[src/rtl/trace_event_logger_if.sv]
// -----------------------------------------------------------------------------
// trace_event_logger_if
//   Bundles every non-clock, non-reset signal of trace_event_logger.
//   master : the surrounding system (event source, log drain, configuration)
//   slave  : the logger itself
//
//   Event side   : cfg_level, ev_valid, ev_sev, ev_msg
//   Stream side  : out_valid, out_ready, out_sev, out_ts, out_msg, out_ovf
//   Status side  : fill, drop_cnt, drop_clr
// -----------------------------------------------------------------------------
interface trace_event_logger_if #(
    parameter int MSG_W  = 32,
    parameter int TS_W   = 32,
    parameter int DEPTH  = 16,
    parameter int DROP_W = 16
);
    localparam int FILL_W = $clog2(DEPTH) + 1;

    logic [1:0]        cfg_level;
    logic              ev_valid;
    logic [1:0]        ev_sev;
    logic [MSG_W-1:0]  ev_msg;

    logic              out_valid;
    logic              out_ready;
    logic [1:0]        out_sev;
    logic [TS_W-1:0]   out_ts;
    logic [MSG_W-1:0]  out_msg;
    logic              out_ovf;

    logic [FILL_W-1:0] fill;
    logic [DROP_W-1:0] drop_cnt;
    logic              drop_clr;

    modport master (
        output cfg_level, ev_valid, ev_sev, ev_msg, out_ready, drop_clr,
        input  out_valid, out_sev, out_ts, out_msg, out_ovf, fill, drop_cnt
    );

    modport slave (
        input  cfg_level, ev_valid, ev_sev, ev_msg, out_ready, drop_clr,
        output out_valid, out_sev, out_ts, out_msg, out_ovf, fill, drop_cnt
    );
endinterface

[src/rtl/trace_event_logger.sv]
// -----------------------------------------------------------------------------
// trace_event_logger
//   Captures severity-tagged debug events, filters them against a runtime
//   threshold, stamps each with a free-running cycle timestamp and buffers
//   them in a first-word-fall-through FIFO drained as a valid/ready stream.
//   Events arriving while the FIFO is full (and not popping) are dropped,
//   counted in a saturating counter, and flagged on the next stored entry.
//
//   Ports
//     clk  : single clock, rising edge
//     rst  : synchronous, active-high reset
//     bus  : trace_event_logger_if.slave
//            cfg_level  threshold (0=DEBUG,1=INFO,2=WARN,3=off)
//            ev_*       event strobe / severity / payload, no backpressure
//            out_*      head entry of the FIFO, valid/ready handshake
//            fill       occupancy 0..DEPTH
//            drop_cnt   saturating count of dropped events, drop_clr clears
// -----------------------------------------------------------------------------
module trace_event_logger #(
    parameter int MSG_W  = 32,
    parameter int TS_W   = 32,
    parameter int DEPTH  = 16,
    parameter int DROP_W = 16
) (
    input  logic                 clk,
    input  logic                 rst,
    trace_event_logger_if.slave  bus
);
    localparam int AW = $clog2(DEPTH);
    localparam int FW = AW + 1;
    // Entry layout, MSB first: {sev[1:0], ts, msg, ovf}
    localparam int EW = 2 + TS_W + MSG_W + 1;

    localparam logic [1:0]    SEV_RSVD  = 2'd3;
    localparam logic [1:0]    LVL_OFF   = 2'd3;
    localparam logic [FW-1:0] FILL_FULL = FW'(DEPTH);

    function automatic logic [DROP_W-1:0] sat_inc(input logic [DROP_W-1:0] v);
        if (&v) begin
            return v;
        end
        return v + DROP_W'(1);
    endfunction

    // Control state
    logic [TS_W-1:0]   ts_q,          ts_d;
    logic [AW-1:0]     wr_ptr_q,      wr_ptr_d;
    logic [AW-1:0]     rd_ptr_q,      rd_ptr_d;
    logic [FW-1:0]     fill_q,        fill_d;
    logic [DROP_W-1:0] drop_cnt_q,    drop_cnt_d;
    logic              pending_ovf_q, pending_ovf_d;

    // Storage (not reset)
    logic [EW-1:0]     mem_q [DEPTH];

    logic              qualify;
    logic              empty;
    logic              full;
    logic              pop;
    logic              wr_en;
    logic              drop;
    logic [EW-1:0]     wr_entry;
    logic [EW-1:0]     head;

    always_comb begin
        qualify = bus.ev_valid
                  && (bus.ev_sev != SEV_RSVD)
                  && (bus.cfg_level != LVL_OFF)
                  && (bus.ev_sev >= bus.cfg_level);

        empty = (fill_q == '0);
        full  = (fill_q == FILL_FULL);
        pop   = !empty && bus.out_ready;

        // A full FIFO still accepts a write when the head leaves this cycle.
        wr_en = qualify && (!full || pop);
        drop  = qualify && full && !pop;

        wr_entry = {bus.ev_sev, ts_q, bus.ev_msg, pending_ovf_q};
    end

    always_comb begin
        ts_d          = ts_q + TS_W'(1);
        wr_ptr_d      = wr_ptr_q;
        rd_ptr_d      = rd_ptr_q;
        fill_d        = fill_q;
        drop_cnt_d    = drop_cnt_q;
        pending_ovf_d = pending_ovf_q;

        if (wr_en) begin
            wr_ptr_d = wr_ptr_q + AW'(1);
        end
        if (pop) begin
            rd_ptr_d = rd_ptr_q + AW'(1);
        end

        unique case ({wr_en, pop})
            2'b10:   fill_d = fill_q + FW'(1);
            2'b01:   fill_d = fill_q - FW'(1);
            default: fill_d = fill_q;
        endcase

        // Clear takes priority over the old value, but a drop in the same
        // cycle must still be counted.
        if (bus.drop_clr) begin
            drop_cnt_d = drop ? DROP_W'(1) : '0;
        end else if (drop) begin
            drop_cnt_d = sat_inc(drop_cnt_q);
        end

        // A drop and a write can never coincide (drop implies no write).
        if (drop) begin
            pending_ovf_d = 1'b1;
        end else if (wr_en) begin
            pending_ovf_d = 1'b0;
        end
    end

    always_ff @(posedge clk) begin
        if (rst) begin
            ts_q          <= '0;
            wr_ptr_q      <= '0;
            rd_ptr_q      <= '0;
            fill_q        <= '0;
            drop_cnt_q    <= '0;
            pending_ovf_q <= 1'b0;
        end else begin
            ts_q          <= ts_d;
            wr_ptr_q      <= wr_ptr_d;
            rd_ptr_q      <= rd_ptr_d;
            fill_q        <= fill_d;
            drop_cnt_q    <= drop_cnt_d;
            pending_ovf_q <= pending_ovf_d;
        end
    end

    always_ff @(posedge clk) begin
        if (wr_en) begin
            mem_q[wr_ptr_q] <= wr_entry;
        end
    end

    // Fall-through read: the head entry is presented combinationally.
    assign head = mem_q[rd_ptr_q];

    assign bus.out_valid = !empty;
    assign bus.out_sev   = head[EW-1 -: 2];
    assign bus.out_ts    = head[MSG_W+1 +: TS_W];
    assign bus.out_msg   = head[1 +: MSG_W];
    assign bus.out_ovf   = head[0];
    assign bus.fill      = fill_q;
    assign bus.drop_cnt  = drop_cnt_q;

endmodule

[src/flat_wrapper.sv]
// flat-port wrapper written by rule: the top's interface ports become plain ports
module trace_event_logger_flat 
#(
    parameter int MSG_W  = 32,
    parameter int TS_W   = 32,
    parameter int DEPTH  = 16,
    parameter int DROP_W = 16
)
  (clk, rst, bus_cfg_level, bus_ev_valid, bus_ev_sev, bus_ev_msg, bus_out_ready, bus_drop_clr, bus_out_valid, bus_out_sev, bus_out_ts, bus_out_msg, bus_out_ovf, bus_fill, bus_drop_cnt);
  trace_event_logger_if #(.MSG_W(MSG_W), .TS_W(TS_W), .DEPTH(DEPTH), .DROP_W(DROP_W)) bus_i ();
  input  logic clk;
  input  logic rst;
  input wire logic [$bits(bus_i.cfg_level)-1:0] bus_cfg_level;
  input wire logic [$bits(bus_i.ev_valid)-1:0] bus_ev_valid;
  input wire logic [$bits(bus_i.ev_sev)-1:0] bus_ev_sev;
  input wire logic [$bits(bus_i.ev_msg)-1:0] bus_ev_msg;
  input wire logic [$bits(bus_i.out_ready)-1:0] bus_out_ready;
  input wire logic [$bits(bus_i.drop_clr)-1:0] bus_drop_clr;
  output wire logic [$bits(bus_i.out_valid)-1:0] bus_out_valid;
  output wire logic [$bits(bus_i.out_sev)-1:0] bus_out_sev;
  output wire logic [$bits(bus_i.out_ts)-1:0] bus_out_ts;
  output wire logic [$bits(bus_i.out_msg)-1:0] bus_out_msg;
  output wire logic [$bits(bus_i.out_ovf)-1:0] bus_out_ovf;
  output wire logic [$bits(bus_i.fill)-1:0] bus_fill;
  output wire logic [$bits(bus_i.drop_cnt)-1:0] bus_drop_cnt;
  assign bus_i.cfg_level = bus_cfg_level;
  assign bus_i.ev_valid = bus_ev_valid;
  assign bus_i.ev_sev = bus_ev_sev;
  assign bus_i.ev_msg = bus_ev_msg;
  assign bus_i.out_ready = bus_out_ready;
  assign bus_i.drop_clr = bus_drop_clr;
  assign bus_out_valid = bus_i.out_valid;
  assign bus_out_sev = bus_i.out_sev;
  assign bus_out_ts = bus_i.out_ts;
  assign bus_out_msg = bus_i.out_msg;
  assign bus_out_ovf = bus_i.out_ovf;
  assign bus_fill = bus_i.fill;
  assign bus_drop_cnt = bus_i.drop_cnt;
  trace_event_logger #(.MSG_W(MSG_W), .TS_W(TS_W), .DEPTH(DEPTH), .DROP_W(DROP_W)) u_core (.clk(clk), .rst(rst), .bus(bus_i));
endmodule
[config.mk]
export PLATFORM = sky130hd
export DESIGN_NAME = trace_event_logger_flat
export DESIGN_NICKNAME = d
export VERILOG_FILES = /design/src/rtl/trace_event_logger_if.sv /design/src/rtl/trace_event_logger.sv /design/src/flat_wrapper.sv
export SDC_FILE = /design/constraint.sdc
export NUM_CORES = 1
export LEC_CHECK = 0
export ABC_AREA = 1
export ABC_CLOCK_PERIOD_IN_PS = 14800
export BUFFER_PORTS_ARGS = -buffer_cell sky130_fd_sc_hd__buf_2
export CORE_ASPECT_RATIO = 1.75
export CORE_MARGIN = 2
export CORE_UTILIZATION = 35
export DETAILED_ROUTE_END_ITERATION = 6
export GPL_ROUTABILITY_DRIVEN = 0
export SLEW_MARGIN = 40
export SYNTH_ARGS = -nofsm -noshare
export SYNTH_HDL_FRONTEND = slang
export SYNTH_SLANG_ARGS = --single-unit
[constraint.sdc]
create_clock -name clk -period 14.8 [get_ports clk]
set_input_delay 2.96 -clock clk [delete_from_list [all_inputs] [get_ports clk]]
set_output_delay 2.96 -clock clk [all_outputs]
set_load 0.005 [all_outputs]
Word level (Yosys, flattened, before mapping)
Memory sizes are Yosys's and may differ from the RTL's. A register that Yosys moved wholly into a read port is not among the register bits.
Index checks and enable logic that the tools add are counted.
- shifts and indexed selects: 0
- order comparisons: 1
- eq/ne operators: 6
- multiplexer cells: 14
- bitwise logic cells: 0
- multipliers: 0
- reductions and logical operators: 17
- $add $sub $neg: 6
- div/mod/pow operators: 0
- operators with widths (kind ; number):
    two-way mux 16 bit ; 3
    adder 32 x 1 -> 32 bit (second input constant) ; 1
    adder 16 x 1 -> 16 bit (second input constant) ; 1
    AND reduction 16 bit ; 1
    one-hot mux 5 bit (2 select lines) ; 1
    adder 4 x 1 -> 4 bit (second input constant) ; 2
    two-way mux 1 bit ; 8
    two-way mux 4 bit ; 2
    logical AND 1 bit ; 7
    nonzero test 2 bit ; 3
    adder 5 x 1 -> 5 bit (second input constant) ; 1
    == test 5 bit (second input constant) ; 1
    zero test 5 bit ; 1
    subtractor 5 x 1 -> 5 bit (second input constant) ; 1
    != test 2 bit (second input constant) ; 2
    zero test 1 bit ; 3
    != test 3 bit (second input constant) ; 1
    == test 2 x 1 -> 1 bit (second input constant) ; 1
    == test 2 bit (second input constant) ; 1
    greater-or-equal comparator 2 bit ; 1
    AND reduction 2 bit ; 1
    logical OR 1 bit ; 1
- latch bits: 0
- flip-flop bits (word level): 62
- memories kept: 1
- logic and storage cells: 51
- ROM bits: 0
- RAM bits: 1072
- input port bits: 41
- output and inout bits: 89
- memories (name ; depth ; bits a word ; read ports ; clocked after Yosys merged registers in ; write ports ; line ; source):
    u_core.mem_q ; 16 ; 67 ; 1 ; 1 ; 1 ; trace_event_logger.sv:54 ; logic [EW-1:0] mem_q [DEPTH];

Longest topological paths before layout
Gate-level depths: netlist of run 1.
- depth in word-level cells: 11
- mapped depth: 17
- gate-level depth less buffers: 17

Worst setup path after synthesis of run 1
Ideal clock, no wire load.
- path type: input-to-reg
- from: in bus_cfg_level[1]
- to: mem u_core.mem_q[11][0] (netlist bit) (enable)
- path slack: 7611 ps
- required time: 14307 ps
- data arrival time: 6696 ps
- path buffers: 0
- library setup time: 493 ps
- cell stages on the path: 8
- cells stage by stage: inv_1 -> ha_1 -> nand2_1 -> nand3_1 -> nand2_1 -> nor2_2 -> nand3_1 -> nor2_1
- longest elaborated chain between the ends: 6
- elaborated cells on any way between the ends: 7
- those cells by class: 1 x order compare; 1 x eq/ne; 2 x mux; 3 x reduce/logical
- RTL lines (what ; line ; source):
    start: declaration ; flat_wrapper.sv:13 ; input wire logic [$bits(bus_i.cfg_level)-1:0] bus_cfg_level;
    != test 2 bit ; trace_event_logger.sv:68 ; && (bus.cfg_level != LVL_OFF)
    logical AND 1 bit ; trace_event_logger.sv:68 ;
    logical AND 1 bit (*) ; trace_event_logger.sv:69 ; && (bus.ev_sev >= bus.cfg_level);
    logical AND 1 bit (*) ; trace_event_logger.sv:76 ; wr_en = qualify && (!full || pop);
    two-way mux 1 bit (*) ; trace_event_logger.sv:138 ; if (wr_en) begin
    two-way mux 1 bit (implied by the code) (*) ; trace_event_logger.sv:139 ; mem_q[wr_ptr_q] <= wr_entry;
    end: declaration ; trace_event_logger.sv:54 ;
Mark *: on every way between the ends. The rest lies on a longest branch, timed or not.

==> results.rst, run 1 <==
.. list-table::
   :header-rows: 1

   * - Metric
     - Value
   * - Most common cell after layout, fill and taps aside
     - sky130_fd_sc_hd__edfxtp_1
   * - Area share of the largest cell type after synthesis
     - 0.7053
   * - Unrepaired setup endpoints after global routing
     - no
   * - Starting Density
     - 0.3521
   * - Largest driver fanout on the critical path
     - roughly 140
   * - Antenna violations before repair
     - 4
   * - Reg-to-reg startpoint
     - u_core.bus.fill[0]
   * - DRC violation count after routing
     - 0
   * - Overall die area
     - approximately 0.13 mm2
   * - Transition at the pin with the smallest max-transition slack
     - 0.8525 ns
   * - Kind of path behind the tightest hold check
     - flop to flop
   * - Reg-to-reg critical path endpoint
     - u_core.mem_q[12][32]
   * - Fmax
     - 141.1 MHz
   * - Startpoint types
     - flop
   * - Via count of the first global-routing pass
     - 27930
   * - Clock Path Buffers
     - 3
   * - Dominant cells by area after synthesis
     - sky130_fd_sc_hd__edfxtp_1, sky130_fd_sc_hd__nor2_1, sky130_fd_sc_hd__o21ai_0, sky130_fd_sc_hd__o211ai_1, sky130_fd_sc_hd__dfxtp_1
   * - Mapped Nets
     - 3763
   * - Storage cell area
     - 0.03353 mm2
   * - DPL Wire Length
     - around 60 mm
   * - Number of vias in the routed layout
     - 29140
   * - Largest net degree at the start of global routing
     - 179
   * - Worst-case reg-to-reg path depth
     - 8
   * - Sum of overflow across all layers after global routing
     - 0
   * - LEAKAGE
     - 16.44 nW
   * - Global router's overall resource usage
     - 0.1701
   * - WHS Path Cells
     - 2
   * - Synthesized flop and latch total
     - 1138
   * - DIE WIDTH
     - about 280 um
   * - Required time of the worst setup path
     - between 10 and 15 ns
   * - Wire length of the first global-routing pass
     - around 170 mm
   * - Number of vias per cell
     - 5.267
   * - Die Height
     - 481.7 um
   * - Worst-skew pair later-pin latency
     - 0.70 ns
   * - Max-slew violation total from the final report
     - 0
   * - Internal power
     - about 0.0055 W
   * - Power Density
     - 152.9 mW/mm2
   * - Max-capacitance violation count
     - 0
   * - Total detailed-routing wirelength
     - 116.1 mm
   * - Count of final setup violators
     - 0
   * - Clk network pwr share
     - 0.325
   * - CTS hold repair buffers
     - 0
   * - Data arrival time of the critical path
     - approximately 4.1 ns
   * - Wire length per cell after detailed routing
     - 20.97 um
   * - Average cell area after synthesis
     - 12.31 um2
   * - Cell area after synthesis
     - 0.04564 mm2
   * - Synthesized instance count
     - around 3700
   * - First-pass iteration count of the detailed router
     - 5
   * - Layout filler cell count
     - 12120
   * - Io pins
     - 130
   * - Share of layout cells above drive strength 1
     - 0.09197
   * - Worst setup EP type
     - output port
   * - Clock sink count
     - 1138
   * - Total CTS buffers
     - a little under 100
   * - Crit path kind
     - flop to output port
   * - Clock skew after layout
     - around 0.027 ns
   * - Commonest cells after routing, fill and taps aside
     - sky130_fd_sc_hd__edfxtp_1, sky130_fd_sc_hd__nor2_1, sky130_fd_sc_hd__o21ai_0
   * - Library cells used by synthesis
     - 28
   * - Share of synthesized area occupied by flip-flops and latches
     - 0.7343
   * - Number of nets with antenna violations after routing
     - 0
   * - Buffers inserted during post-CTS setup optimization
     - 0
   * - Shortest period the worst path allows
     - 7.085 ns
   * - Final worst-path cycle share
     - 0.4787
   * - Net switching component of the power
     - roughly 0.0024 W
   * - Iteration-0 DRC count of the detailed router
     - 2689
   * - Count of yosys warnings during synthesis
     - 0
   * - NumNets Final
     - 3821
   * - CTS tree
     - yes
   * - Max-Slew Margin vs Limit
     - 0.4316
   * - Result of the run
     - finished, final reports clean
   * - Hold Violations, Final
     - 0
   * - Maximum resistive drop on vdd
     - 84.97 uV
   * - Buffer type at the clock tree root
     - sky130_fd_sc_hd__clkbuf_16
   * - Fraction of power consumed by sequential logic
     - 0.457
   * - Area overhead of the layout relative to synthesis
     - 12.63%
   * - Library cell with the largest summed area after synthesis
     - sky130_fd_sc_hd__edfxtp_1
   * - Post-cts resize count
     - 0
   * - Utilization after layout
     - 0.3966
   * - Multi-input gate area
     - 0.01080 mm2
   * - Setup TNS
     - 0 ns
   * - FF-to-FF setup slack
     - approximately 11 ns
   * - PortBufs
     - 129
   * - Num rows
     - 175
   * - Proportion of total power due to net switching
     - 0.3014
   * - Combinational share of power
     - 0.218
   * - Critical hold path startpoint
     - u_core.rd_ptr_q[2]
   * - Clk pin slew, worst setup/hold paths
     - 0.07 ns
   * - Core region area
     - around 0.13 mm2
   * - Deepest level of the CTS H-tree
     - 3
-- registers in the layout (all words and copies together) (netlist names), named ones only --
name and flops:
u_core.ts_q 32, u_core.bus.drop_cnt 16, u_core.wr_ptr_q 4, u_core.pending_ovf_q 1
u_core.rd_ptr_q 4, u_core.mem_q 1072, u_core.bus.fill 5
-- power by group through the flow --
stage / Clock [W] / Sequential [W] / Combinational (W)
CTS: 0.00261 / 0.00361 / 0.00172
floorplan: 0 / 0.00362 / 0.00120
detailed placement: 0 / 0.00368 / 0.00171
global placement: 0 / 0.00368 / 0.00167
finish: 0.00255 / 0.00359 / 0.00171
global route: 0.00273 / 0.00360 / 0.00195
-- per-stage QoR --
stage | hold WS (ns) | instance area [um2] | power (W) | instances | worst slack (ns)
floorplan | 0.4468 | 45640 | 0.004819 | 3709 | 7.611
global placement | 0.4656 | 47790 | 0.005349 | 5331 | 7.938
detailed placement | 0.4723 | 48170 | 0.005391 | 5346 | 7.930
CTS | 0.4847 | 51320 | 0.007939 | 5527 | 7.405
global route | 0.5176 | 51400 | 0.008280 | 5532 | 7.408
finish | 0.4807 | 51400 | 0.007862 | 5533 | 7.715
-- critical path, stage by stage, from the launching register on --
cell	delay [ns]
sky130_fd_sc_hd__dfxtp_4	0.83
sky130_fd_sc_hd__buf_6	0.62
sky130_fd_sc_hd__buf_12	0.39
sky130_fd_sc_hd__buf_16	0.42
sky130_fd_sc_hd__o21ai_0	0.18
sky130_fd_sc_hd__o211ai_1	0.19
sky130_fd_sc_hd__o211ai_1	0.13
sky130_fd_sc_hd__nand2_1	0.26
sky130_fd_sc_hd__buf_2	0.16
-- cells in the mapped netlist --
| cell | instances |
|---|---|
| sky130_fd_sc_hd__xor2_1 | 11 |
| sky130_fd_sc_hd__nand3_1 | 112 |
| sky130_fd_sc_hd__nand3b_1 | 8 |
| sky130_fd_sc_hd__a21boi_0 | 1 |
| sky130_fd_sc_hd__dfxtp_1 | 66 |
| sky130_fd_sc_hd__nor2_1 | 922 |
| sky130_fd_sc_hd__o21ai_1 | 51 |
| sky130_fd_sc_hd__ha_1 | 12 |
| sky130_fd_sc_hd__buf_6 | 13 |
| sky130_fd_sc_hd__inv_2 | 1 |
| sky130_fd_sc_hd__nand2_1 | 226 |
| sky130_fd_sc_hd__buf_2 | 53 |
| sky130_fd_sc_hd__a31oi_1 | 1 |
| sky130_fd_sc_hd__nor3_1 | 13 |
| sky130_fd_sc_hd__inv_1 | 90 |
| sky130_fd_sc_hd__edfxtp_1 | 1072 |
| sky130_fd_sc_hd__o21ai_0 | 574 |
| sky130_fd_sc_hd__buf_1 | 16 |
| sky130_fd_sc_hd__o211ai_1 | 269 |
| sky130_fd_sc_hd__nor3b_1 | 1 |
| sky130_fd_sc_hd__clkbuf_1 | 130 |
| sky130_fd_sc_hd__fa_1 | 1 |
| sky130_fd_sc_hd__o21a_1 | 1 |
| sky130_fd_sc_hd__a21oi_1 | 33 |
| sky130_fd_sc_hd__inv_4 | 1 |
| sky130_fd_sc_hd__nand4_1 | 9 |
| sky130_fd_sc_hd__buf_4 | 19 |
| sky130_fd_sc_hd__nor2_2 | 3 |
-- kinds of logic (layout without fill, tap and decap cells) --
| group | count (synthesis) | count (layout) | share of synthesized area |
|---|---|---|---|
| AND/OR/NAND/NOR | 1294 | 1294 | 0.1112 |
| flip-flops | 1138 | 1138 | 0.7343 |
| AO/OA/AOI/OAI | 930 | 930 | 0.1169 |
| buffers and inverters | 323 | 463 | 0.03177 |
| adder cells (fa/ha/maj) | 13 | 13 | 0.003728 |
| XOR/XNOR | 11 | 11 | 0.002111 |
| other | 0 | 3 | 0 |
-- how the worst max path moves through the flow --
| stage | start | cells after the start | slack (ns) | end |
|---|---|---|---|---|
| 2_1_floorplan | bus_cfg_level[1] | 8 | 7.61 | u_core.mem_q[11][0] |
| 3_3_place_gp | bus_ev_sev[0] | 11 | 7.94 | u_core.mem_q[12][46] |
| 3_5_place_dp | bus_ev_sev[0] | 11 | 7.93 | u_core.mem_q[12][46] |
| 4_1_cts | flop | 8 | 7.40 | bus_out_ts[6] |
| 5_1_grt | flop | 8 | 7.41 | bus_out_ts[14] |
| 6_report | flop | 8 | 7.71 | bus_out_ts[8] |
-- layout make-up --
cell class / instances / share of cell area
clock inverter: 57 / 0.01083
sequential: 1138 / 0.6523
inverter: 92 / 0.007132
clock buffer: 124 / 0.05041
timing repair buffer: 190 / 0.02824
antenna: 3 / 0.0001460
multi-input combinational: 2248 / 0.2101
tap: 1681 / 0.04092
-- metal layers --
layer	vias up	GRT usage	wire length, um
met5	-	0	0
met1	14580	0.2114	47300
met2	891	0.3017	59260
met3	154	0.02631	6421
met4	0	0.05699	3063
li1	13520	-	-
Note: power is estimated with default switching activity, not from simulation.
==> inputs of run 2 (changes only) <==
ABC_CLOCK_PERIOD_IN_PS = 6350   (was 14800)
clock period = 6.35 ns   (was 14.8 ns; I/O delays follow)
==> run 2 against run 1 <==
  * Wire length fell by 2.6%
  * Combinational power grew 130%
  * Global-route usage shrank 0.36 points
  * Total power rose by 130%
  * Clock skew fell by 0.0016 ns
  * Flip-flop and latch count unchanged
  * Register-to-register slack got worse by 7.9 ns
  * Cell count about the same
  * Sequential power grew 130%
==> results.rst, run 2 (same netlist as run 1, synthesis figures left out) <==
.. list-table::
   :header-rows: 1

   * - Metric
     - Value
   * - Clock Path Buffers
     - 3
   * - Share of layout cells above drive strength 1
     - 0.09377
   * - Shortest period the worst path allows
     - 4.768 ns
   * - Post-cts resize count
     - 0
   * - Wire length per cell after detailed routing
     - 20.44 um
   * - Deepest level of the CTS H-tree
     - 3
   * - Buffer type at the clock tree root
     - sky130_fd_sc_hd__clkbuf_16
   * - Max-Slew Margin vs Limit
     - 0.4177
   * - Number of vias in the routed layout
     - 28760
   * - Most common cell after layout, fill and taps aside
     - sky130_fd_sc_hd__edfxtp_1
   * - Clock skew after layout
     - around 0.025 ns
   * - Transition at the pin with the smallest max-transition slack
     - 0.8723 ns
   * - Power Density
     - ~360 mW/mm2
   * - CP max stage delay
     - 0.78 ns
   * - Iteration-0 DRC count of the detailed router
     - 2332
   * - Io pins
     - 130
   * - Required time of the worst setup path
     - ~5.1 ns
   * - Clk pin slew, worst setup/hold paths
     - 0.06 ns
   * - Largest net degree at the start of global routing
     - 187
   * - DPL Wire Length
     - ~60 mm
   * - Overall die area
     - approximately 0.13 mm2
   * - Wire length of the first global-routing pass
     - between 150 and 200 mm
   * - Ordered list of cells on the worst path
     - inv_16, buf_4, nor2_1, nor2_1, o21ai_0, o21ai_1, o211ai_1, nand2_1, buf_2
   * - Result of the run
     - finished, final reports clean
   * - Num rows
     - 175
   * - First-pass iteration count of the detailed router
     - 5
   * - Worst-path cell with the longest stage delay
     - sky130_fd_sc_hd__dfxtp_4
   * - Area overhead of the layout relative to synthesis
     - 12.74%
   * - Max-slew violation total from the final report
     - 0
   * - Crit path kind
     - flop to output port
   * - Via count of the first global-routing pass
     - 27980
   * - Startpoint types
     - flop
   * - Hold Violations, Final
     - 0
   * - Number of vias per cell
     - 5.199
   * - Setup ws final
     - approximately 1.6 ns
   * - NumNets Final
     - 3822
   * - Buffers inserted during post-CTS setup optimization
     - 0
   * - CTS tree
     - yes
   * - PortBufs
     - 129
   * - Clock sink count
     - 1138
   * - Flip-flop count of the largest register, all copies and words added
     - between 1000 and 1500
   * - Total detailed-routing wirelength
     - 113.1 mm
   * - Count of final setup violators
     - 0
   * - DP Worst Slack
     - 1.710 ns
   * - Die Height
     - 481.7 um
   * - Storage cell area
     - approximately 0.034 mm2
   * - Core region area
     - 0.1296 mm2
   * - Global router's overall resource usage
     - 0.1665
   * - Starting Density
     - 0.3521
   * - Setup TNS
     - 0 ns
   * - Sum of overflow across all layers after global routing
     - 0
   * - Max-capacitance violation count
     - 0
   * - Crit path top cell by count
     - sky130_fd_sc_hd__nor2_1
   * - Worst-skew pair later-pin latency
     - slightly below 0.7 ns
   * - Unrepaired setup endpoints after global routing
     - no
   * - Commonest cells after routing, fill and taps aside
     - sky130_fd_sc_hd__edfxtp_1, sky130_fd_sc_hd__nor2_1, sky130_fd_sc_hd__o21ai_0
   * - Multi-input gate area
     - 0.01080 mm2
   * - Kind of path behind the tightest hold check
     - flop to flop
   * - Total CTS buffers
     - 99
   * - CTS hold repair buffers
     - 0
   * - Largest driver fanout on the critical path
     - 148
   * - DIE WIDTH
     - 277.0 um
   * - Worst setup EP type
     - output port
   * - Layout filler cell count
     - between 10000 and 15000
   * - Final worst-path cycle share
     - 0.7508
   * - Maximum resistive drop on vdd
     - 225.1 uV
   * - Register name with the most flops
     - u_core.mem_q
   * - LEAKAGE
     - 16.46 nW
   * - Number of nets with antenna violations after routing
     - 0
   * - Fmax
     - roughly 210 MHz
   * - Data arrival time of the critical path
     - roughly 3.5 ns
   * - Antenna violations before repair
     - 4
   * - DRC violation count after routing
     - 0
run 2: cell types whose count changed in the layout (fill, tap and decap cells not counted), sizes merged:
cell and change:
bufinv +3, clkinv -3, clkinvlp +3, buf -2
clkbuf +2, diode -2, inv -2
run 2: layer usage:
metal  global-route usage  routed length, um  vias up
li1                     -                  -    13530
met5                    0                  0        -
met1               0.2015              45830    14300
met4              0.05371               2927        0
met2               0.3031              59040      762
met3              0.02495               5283      170
run 2: critical path, delay by kind of cell (launching register included):
family / cells / cell delay [ns]
flops: 1 / 0.78
compound gates: 3 / 0.39
simple gates: 3 / 0.38
buf+inv: 3 / 0.93
run 2: power breakdown:
| part | total, W | leakage (nW) | switching, W | internal (W) |
|---|---|---|---|---|
| Clock | 0.00611 | 1.58 | 0.00266 | 0.00345 |
| Combinational | 0.00397 | 4.55 | 0.00269 | 0.00127 |
| Sequential | 0.00836 | 10.3 | 0.000118 | 0.00824 |
run 2: final cells by class:
cell class                 count  area share
inverter                      92    0.007173
multi-input combinational   2248      0.2098
antenna                        1  0.00004863
timing repair buffer         189     0.02702
sequential                  1138      0.6517
clock buffer                 125     0.05145
clock inverter                58     0.01191
tap                         1681     0.04088
run 2: path summary, 6_finish.rpt:
kind,from,endpoint,slack [ns],depth (start not counted)
setup / recovery,flop,bus_out_ts[10],1.58,9
hold reg to reg,u_core.rd_ptr_q[2],flop,0.49,2
hold / removal,u_core.rd_ptr_q[2],flop,0.49,2
setup reg to reg,u_core.bus.fill[0],u_core.mem_q[14][3],3.33,7
run 2: per-stage QoR:
stage | instance area, um2 | instances | total power, W | util | hold slack (ns)
6_report | 51460 | 5532 | 0.01843 | 0.3970 | 0.4892
5_1_grt | 51460 | 5532 | 0.01938 | 0.3970 | 0.5046
4_1_cts | 51420 | 5530 | 0.01863 | 0.3967 | 0.4836
3_5_place_dp | 48160 | 5347 | 0.01255 | 0.3715 | 0.4647
3_3_place_gp | 48010 | 5341 | 0.01249 | 0.3704 | 0.4558
2_1_floorplan | 45640 | 3709 | 0.01123 | - | 0.4468
